==> config.mk <==
export PLATFORM = sky130hd
export DESIGN_NAME = regfile_wb_arbiter
export DESIGN_NICKNAME = d
export VERILOG_FILES = /design/src/rtl/regfile_wb_arbiter.sv
export SDC_FILE = /design/constraint.sdc
export NUM_CORES = 1
export LEC_CHECK = 0
export BUFFER_PORTS_ARGS = -buffer_cell sky130_fd_sc_hd__buf_2
export CAP_MARGIN = 10
export CORE_MARGIN = 2
export CORE_UTILIZATION = 35
export CTS_BUF_LIST = sky130_fd_sc_hd__clkbuf_16
export DETAILED_ROUTE_END_ITERATION = 8
export GPL_TIMING_DRIVEN = 0
export PLACE_DENSITY_LB_ADDON = 0.25
export SETUP_SLACK_MARGIN = 0.3
export SYNTH_ARGS = -nofsm -noshare
export SYNTH_HDL_FRONTEND = slang
export SYNTH_SLANG_ARGS = --single-unit
==> constraint.sdc <==
create_clock -name clk -period 4.4 [get_ports clk]
set_clock_uncertainty 0.2 [all_clocks]
set_input_delay 0.66 -clock clk [delete_from_list [all_inputs] [get_ports clk]]
set_output_delay 0.66 -clock clk [all_outputs]
set_load 0.05 [all_outputs]
==> src/rtl/regfile_wb_arbiter.sv <==
// Write-back arbiter for the register file's single write port.
// ALU results go straight through; multi-cycle results queue in a FIFO with starvation protection.
module regfile_wb_arbiter #(
    parameter int unsigned ADDRESS_WIDTH = 5,
    parameter int unsigned DATA_WIDTH    = 32,
    parameter int unsigned FIFO_DEPTH    = 2,
    parameter int unsigned STARVE_LIMIT  = 4
) (
    input  logic                     clk,
    input  logic                     rst_n,
    input  logic                     alu_valid,
    output logic                     alu_ready,
    input  logic [ADDRESS_WIDTH-1:0] alu_rd,
    input  logic [DATA_WIDTH-1:0]    alu_wd,
    input  logic                     mdu_valid,
    output logic                     mdu_ready,
    input  logic [ADDRESS_WIDTH-1:0] mdu_rd,
    input  logic [DATA_WIDTH-1:0]    mdu_wd,
    output logic                     WE3,
    output logic [ADDRESS_WIDTH-1:0] AD3,
    output logic [DATA_WIDTH-1:0]    WD3,
    input  logic [ADDRESS_WIDTH-1:0] AD1,
    input  logic [ADDRESS_WIDTH-1:0] AD2,
    output logic                     hazard1,
    output logic                     hazard2,
    output logic                     busy
);

    localparam int unsigned PTR_W = (FIFO_DEPTH > 1) ? $clog2(FIFO_DEPTH) : 1;
    localparam int unsigned CNT_W = $clog2(FIFO_DEPTH + 1);
    localparam int unsigned STV_W = (STARVE_LIMIT > 0) ? $clog2(STARVE_LIMIT + 1) : 1;

    typedef enum logic [1:0] {
        GNT_NONE,
        GNT_ALU,
        GNT_FIFO
    } grant_e;

    logic [ADDRESS_WIDTH-1:0] fifo_rd_q [FIFO_DEPTH];
    logic [DATA_WIDTH-1:0]    fifo_wd_q [FIFO_DEPTH];

    logic [PTR_W-1:0] wr_ptr_q, wr_ptr_d;
    logic [PTR_W-1:0] rd_ptr_q, rd_ptr_d;
    logic [CNT_W-1:0] count_q, count_d;
    logic [STV_W-1:0] starve_q, starve_d;

    logic                     we3_q, we3_d;
    logic [ADDRESS_WIDTH-1:0] ad3_q, ad3_d;
    logic [DATA_WIDTH-1:0]    wd3_q, wd3_d;

    grant_e                   grant;
    logic                     full;
    logic                     nonempty;
    logic                     force_fifo;
    logic                     enq;
    logic                     deq;
    logic [ADDRESS_WIDTH-1:0] win_rd;
    logic [DATA_WIDTH-1:0]    win_wd;
    logic                     pend1;
    logic                     pend2;
    logic [PTR_W-1:0]         scan_idx;

    assign full       = (count_q == CNT_W'(FIFO_DEPTH));
    assign nonempty   = (count_q != '0);
    assign force_fifo = nonempty && (starve_q == STV_W'(STARVE_LIMIT));

    always_comb begin
        grant     = GNT_NONE;
        alu_ready = rst_n;
        if (force_fifo) begin
            grant     = GNT_FIFO;
            alu_ready = 1'b0;
        end else if (alu_valid) begin
            grant = GNT_ALU;
        end else if (nonempty) begin
            grant = GNT_FIFO;
        end
    end

    // No full-bypass: a dequeue in the same cycle does not reopen mdu_ready.
    assign mdu_ready = rst_n && !full;
    assign enq       = mdu_valid && mdu_ready;
    assign deq       = (grant == GNT_FIFO);

    always_comb begin
        wr_ptr_d = enq ? wr_ptr_q + PTR_W'(1) : wr_ptr_q;
        rd_ptr_d = deq ? rd_ptr_q + PTR_W'(1) : rd_ptr_q;
        count_d  = count_q;
        case ({enq, deq})
            2'b10:   count_d = count_q + CNT_W'(1);
            2'b01:   count_d = count_q - CNT_W'(1);
            default: count_d = count_q;
        endcase
    end

    always_comb begin
        starve_d = starve_q;
        if (deq || !nonempty) begin
            starve_d = '0;
        end else if (grant == GNT_ALU && starve_q != STV_W'(STARVE_LIMIT)) begin
            starve_d = starve_q + STV_W'(1);
        end
    end

    always_comb begin
        win_rd = alu_rd;
        win_wd = alu_wd;
        if (grant == GNT_FIFO) begin
            win_rd = fifo_rd_q[rd_ptr_q];
            win_wd = fifo_wd_q[rd_ptr_q];
        end
    end

    // A grant to x0 still updates AD3/WD3 but never raises WE3.
    always_comb begin
        we3_d = 1'b0;
        ad3_d = ad3_q;
        wd3_d = wd3_q;
        if (grant != GNT_NONE) begin
            we3_d = (win_rd != '0);
            ad3_d = win_rd;
            wd3_d = win_wd;
        end
    end

    always_ff @(posedge clk) begin
        if (!rst_n) begin
            wr_ptr_q <= '0;
            rd_ptr_q <= '0;
            count_q  <= '0;
            starve_q <= '0;
            we3_q    <= 1'b0;
            ad3_q    <= '0;
            wd3_q    <= '0;
        end else begin
            wr_ptr_q <= wr_ptr_d;
            rd_ptr_q <= rd_ptr_d;
            count_q  <= count_d;
            starve_q <= starve_d;
            we3_q    <= we3_d;
            ad3_q    <= ad3_d;
            wd3_q    <= wd3_d;
        end
    end

    always_ff @(posedge clk) begin
        if (enq) begin
            fifo_rd_q[wr_ptr_q] <= mdu_rd;
            fifo_wd_q[wr_ptr_q] <= mdu_wd;
        end
    end

    // Only slots between the read pointer and read pointer + count hold live entries.
    always_comb begin
        pend1    = 1'b0;
        pend2    = 1'b0;
        scan_idx = '0;
        for (int unsigned i = 0; i < FIFO_DEPTH; i++) begin
            scan_idx = rd_ptr_q + PTR_W'(i);
            if (CNT_W'(i) < count_q) begin
                if (fifo_rd_q[scan_idx] == AD1) pend1 = 1'b1;
                if (fifo_rd_q[scan_idx] == AD2) pend2 = 1'b1;
            end
        end
    end

    assign hazard1 = (AD1 != '0) && (pend1 || (we3_q && ad3_q == AD1));
    assign hazard2 = (AD2 != '0) && (pend2 || (we3_q && ad3_q == AD2));

    assign busy = nonempty;
    assign WE3  = we3_q;
    assign AD3  = ad3_q;
    assign WD3  = wd3_q;

endmodule

# Yosys cells after proc, flatten, opt, wreduce, memory -nomap -nowiden
# Memory sizes are Yosys's and may differ from the RTL's. A register that Yosys moved wholly into a read port is not among the register bits.
# Cells that the tools add are included.
# Widths: inputs -> output; s select.
# word_totals
ff_bits,45
latchBits,0
mem_bits_rw,74
romBits,0
inputBits,88
output_inout_bits,43
mem_count,2
# op_classes
addsub,5
mul,0
div,0
order_cmp,2
n_eq_ne,13
shift,0
mux,21
bitwise_logic,1
reduce_logical,21
# mem_list
memory,words,word_bits,rd,rd_ports_with_merged_regs,wr,line_no,rtl
fifo_wd_q,2,32,1,1,1,40,logic [DATA_WIDTH-1:0] fifo_wd_q [FIFO_DEPTH];
fifo_rd_q,2,5,2,1,1,39,logic [ADDRESS_WIDTH-1:0] fifo_rd_q [FIFO_DEPTH];
# op_table
operator,count
$mux 32,1
$eq 5x5->1,6
$mux 1,15
$reduce_bool 5->1,3
$logic_and 1x1->1,8
$eq 2x2->1 const B,3
$mux 2,3
$reduce_bool 2->1,3
$mux 5,1
$eq 2x1->1 const B,2
$lt 1x2->1 const A,2
$pmux 2 s2,1
$add 3x1->3 const B,1
$eq 3x3->1 const B,1
$logic_or 1x1->1,3
$ne 3x3->1 const B,1
$add 1x1->1 const B,2
$add 2x1->2 const B,1
$logic_not 1->1,2
$reduce_and 2->1,1
$reduce_or 2->1,1
$sub 2x1->2 const B,1
$not 1->1,1

# Longest topological paths before layout
# logic_depth
ltp_word,7
ltp_mapped,9
ltp_nobuf,8

# Least setup slack after synthesis
# No wires, ideal clock.
# synth_timing
path_kind,input port to flip-flop
startpoint,in rst_n
endpoint,mem fifo_rd_q[0][0] (enable)
setup_ns,0.433
arrival_time_ns,3.523
t_required_ns,3.767
slack_ns,0.244
path_stages,4
path_buffers,1
path_cell_list,clkbuf_1 -> nor2b_1 -> nand2_1 -> nor2_1
# synth_between
elab_chain_cells,4
# synth_rtl
item,line_no,rtl
start: declaration,10,"input logic rst_n,"
$logic_and 1x1->1,81,assign mdu_ready = rst_n && !full;
named net mdu_ready,16,"output logic mdu_ready,"
$logic_and 1x1->1,82,assign enq = mdu_valid && mdu_ready;
$mux 1,147,if (enq) begin
$mux 1 (implied by the code),148,fifo_rd_q[wr_ptr_q] <= mdu_rd;
end: declaration,39,
# The timed path passes the listed nets, and every way through them passes these cells.

==> impl_metrics.prom <==
# TYPE chip_impl_metric gauge
chip_impl_info{name="run_status",value="completed"} 1
chip_impl_metric{name="clkPwrFrac",unit="%"} 33.7
chip_impl_metric{name="powerDensity",unit="nW/um2"} 622.7
chip_impl_metric{name="drt_pre_antenna_iters",unit=""} 4
chip_impl_metric{name="postPlaceCellArea",unit="um2"} 6188
chip_impl_metric{name="postLayoutSetupSlackWorst",unit="ps"} 1295
chip_impl_metric{name="fp.dieArea",unit="um2"} 15990
chip_impl_metric{name="grt_antenna_before_repair",unit=""} 3
chip_impl_info{name="postSynth.topFlopCell",value="edfxtp_1"} 1
chip_impl_metric{name="detailedPlace.worstSlack",unit="ps"} 1403
chip_impl_metric{name="syn2layout_area_growth",unit="%"} 29.61
chip_impl_info{name="end_kind",value="output port"} 1
chip_impl_metric{name="final-hold-violation-count",unit=""} 0
chip_impl_metric{name="netlist_instances",unit=""} 429
chip_impl_metric{name="clock.fmax",unit="MHz"} 322.1
chip_impl_metric{name="drt_drc_violations_left",unit=""} 0
chip_impl_metric{name="clock_sinks",unit=""} 120
chip_impl_metric{name="maxSlewHeadroom",unit="%"} 53.70
chip_impl_metric{name="share_of_cells_above_drive_strength_1",unit="%"} 31.76
chip_impl_metric{name="top_level_ports",unit=""} 131
chip_impl_metric{name="ir_drop",unit="mV"} 0.2523
chip_impl_info{name="rsz_0062_raised_after_global_routing",value="no"} 1
chip_impl_metric{name="synth-seq-cells",unit=""} 120
chip_impl_metric{name="totalWireLength",unit="um"} 13210
chip_impl_info{name="min_from",value="mdu_wd[13]"} 1
chip_impl_info{name="path_class",value="flip-flop to output port"} 1
chip_impl_metric{name="clock_latency_on_the_worst_skew_pair",unit="ps"} 400
chip_impl_metric{name="period_minus_slack",unit="ps"} 3105
chip_impl_metric{name="combinationalPowerShare",unit="%"} 32.4
chip_impl_info{name="reg2reg_start",value="count_q[0]"} 1
chip_impl_metric{name="timing.critical_path.required",unit="ps"} 3540
chip_impl_metric{name="worst-slew-pin-transition",unit="ps"} 692.9
chip_impl_metric{name="dp_hpwl",unit="um"} 9588
chip_impl_info{name="worst_hold_path_class",value="primary input to flip-flop"} 1
chip_impl_metric{name="gp_congestion",unit=""} 0.8780
chip_impl_metric{name="grt_max_degree",unit=""} 22
chip_impl_metric{name="synth_area",unit="um2"} 5249
chip_impl_metric{name="via_count",unit=""} 3878
chip_impl_metric{name="arrival",unit="ps"} 2240
chip_impl_metric{name="core.rowCount",unit=""} 44
chip_impl_metric{name="core_region_area",unit="um2"} 14590
chip_impl_metric{name="slew_violations",unit=""} 0
chip_impl_metric{name="fin_nets",unit=""} 673
chip_impl_metric{name="share_seq_of_total_power",unit="%"} 33.9
chip_impl_metric{name="grt_pass1_wl",unit="um"} 20840
chip_impl_metric{name="p_sw",unit="uW"} 1499
chip_impl_info{name="most_frequent_cells_in_the_layout",value="139 x buf_2, 80 x nand2_1, 74 x edfxtp_1, 46 x dfxtp_1, 38 x mux2i_1"} 1
chip_impl_metric{name="path_depth_of_the_worst_reg2reg_path",unit=""} 6
chip_impl_metric{name="min_period_over_period",unit="%"} 70.56
chip_impl_metric{name="crit_path_max_fo",unit=""} 10
chip_impl_metric{name="hold-worst-slack",unit="ps"} 243.9
chip_impl_metric{name="floorplan.initialDensity",unit="%"} 35.98
chip_impl_metric{name="final_antenna_net_count",unit=""} 0
chip_impl_metric{name="p_sw_share",unit="%"} 35.38
chip_impl_metric{name="die_height",unit="um"} 126.5
chip_impl_metric{name="place.port_buffers",unit=""} 129
chip_impl_metric{name="vias_per_cell",unit=""} 4.991
chip_impl_metric{name="cts_resized",unit=""} 0
chip_impl_metric{name="clock_slew_at_the_register_clock_pins_of_the_worst_setup_and_hold_paths",unit="ps"} 60
chip_impl_info{name="regToRegEndpoint",value="fifo_wd_q[0][0]"} 1
chip_impl_metric{name="fraction_of_synthesis_flops_using_an_asynchronous_set_or_reset_pin",unit="%"} 0
chip_impl_metric{name="intPower",unit="uW"} 2737
chip_impl_metric{name="setup_viol",unit=""} 0
chip_impl_metric{name="finish.instance_area",unit="um2"} 6803
chip_impl_metric{name="synth_area_per_cell",unit="um2"} 12.23
chip_impl_info{name="min_to",value="fifo_wd_q[0][13]"} 1
chip_impl_info{name="ctsRootBufferMaster",value="clkbuf_16"} 1
chip_impl_metric{name="yosysSeqAreaShare",unit="%"} 59.88
chip_impl_metric{name="cellLeakagePower",unit="uW"} 0.002563
chip_impl_metric{name="fin_setup_tns",unit="ps"} 0
chip_impl_metric{name="post_drt_wl_per_cell",unit="um"} 17.00
chip_impl_info{name="crit_path_start_kind",value="flip-flop"} 1
chip_impl_info{name="tritoncts",value="done"} 1
chip_impl_metric{name="cts_buffer_depth",unit=""} 2
chip_impl_metric{name="die_x",unit="um"} 126.5
chip_impl_info{name="commonest_non_fill_non_tap_cell_in_the_layout",value="buf_2"} 1
chip_impl_metric{name="rrSetupSlack",unit="ps"} 2120
chip_impl_metric{name="postCtsSetupBuffers",unit=""} 0
chip_impl_metric{name="cts_hold_buf",unit=""} 0
chip_impl_metric{name="synth_cell_types",unit=""} 35
chip_impl_metric{name="min_delay_path_depth",unit=""} 1
chip_impl_metric{name="syn-num-nets",unit=""} 523
chip_impl_metric{name="clock_buffers_created_by_tritoncts",unit=""} 17
chip_impl_metric{name="first_global_vias",unit=""} 3977
chip_impl_metric{name="synth_edf_count",unit=""} 74
chip_impl_metric{name="cts-htree-levels",unit=""} 4
chip_impl_metric{name="synth-warning-count",unit=""} 0
chip_impl_metric{name="global_route_usage_over_all_layers",unit="%"} 17.01
chip_impl_metric{name="gr_overflow_total",unit=""} 0
chip_impl_metric{name="maxCapViolCount",unit=""} 0
chip_impl_metric{name="first_drt_iteration_drcs",unit=""} 171
[state kept, by name (all words and copies together), names as in the netlist, named ones only]
register,count
fifo_rd_q,10
count_q,2
WE3,1
starve_q,3
rd_ptr_q,1
wr_ptr_q,1
AD3,5
fifo_wd_q,64
WD3,32
[per-stage QoR]
| step | utilization (%) | total power, uW | std cells |
|---|---|---|---|
| after floorplan | - | 2456 | 429 |
| after global placement | 42.00 | 2810 | 742 |
| after detailed placement | 42.42 | 2849 | 744 |
| after CTS | 46.61 | 4286 | 776 |
| after global routing | 46.61 | 4444 | 776 |
| final | 46.63 | 4236 | 777 |
[worst max path at each step]
stage	startpoint	end	slack [ps]	cells after the start
global route	flip-flop	hazard1	1170	6
detailed placement	rst_n	fifo_wd_q[0][15]	1400	5
CTS	flip-flop	hazard2	1230	6
floorplan	rst_n	fifo_rd_q[0][0]	850	4
global placement	rst_n	fifo_wd_q[0][11]	460	4
finish	flip-flop	hazard2	1300	6
[worst max-delay path, cell delays in order, from the launching register on]
cell	delay (ps)
dfxtp_1	320
buf_6	170
mux2i_2	400
xor2_1	190
nand4_1	140
o41ai_2	300
buf_2	310
[cell families after synthesis]
group | synth area share (%)
compound gates | 12.20
buf+inv | 2.884
flops | 59.88
fa+ha+maj | 1.430
xor+xnor | 5.507
simple gates | 9.535
mux | 8.558
[layout make-up]
class | instances | area, um2
Timing Repair Buffer | 131 | 700.7
Inverter | 5 | 18.77
Sequential cell | 120 | 3143
Clock buffer | 17 | 425.4
Tap cell | 184 | 230.2
Fill cell | 1364 | 7786
Clock inverter | 15 | 186.4
Multi-Input combinational cell | 279 | 1963
Antenna cell | 1 | 2.502
Buffer | 25 | 132.6
[synthesized netlist by cell type (4+ instances only)]
library cell  instances  area (um2)
nand2_1              80       300.3
edfxtp_1             74        2222
dfxtp_1              46       920.9
mux2i_1              38       380.4
o211ai_1             37       277.8
a21boi_0             28       210.2
xnor2_1              24       210.2
buf_2                10       50.05
a21boi_1              9       67.56
clkbuf_1              9       33.78
xor2_1                9       78.83
and2_1                7       43.79
ha_1                  6       75.07
buf_4                 5       37.54
inv_1                 5       18.77
mux2i_2               5       68.82
nor3_1                5       25.02
nand4_1               4       25.02
nor2_1                4       15.01
[metal layers]
layer	routed length (um)	GRT usage [%]	part of all wire (%)	vias to the layer above
met5	28	0	0.21	-
li1	-	-	-	1857
met1	5843	21.13	44	1845
met2	6070	27.34	46	148
met4	259	6.335	2.0	4
met3	1007	6.031	7.6	24
[power by group through the flow]
stage / combinational (uW) / clock (uW) / sequential [uW]
floorplan: 706 / 0 / 1750
global placement: 1360 / 0 / 1450
detailed placement: 1390 / 0 / 1460
CTS: 1400 / 1450 / 1440
global route: 1490 / 1500 / 1450
finish: 1370 / 1430 / 1440
Power figures use the tool's default switching activity.
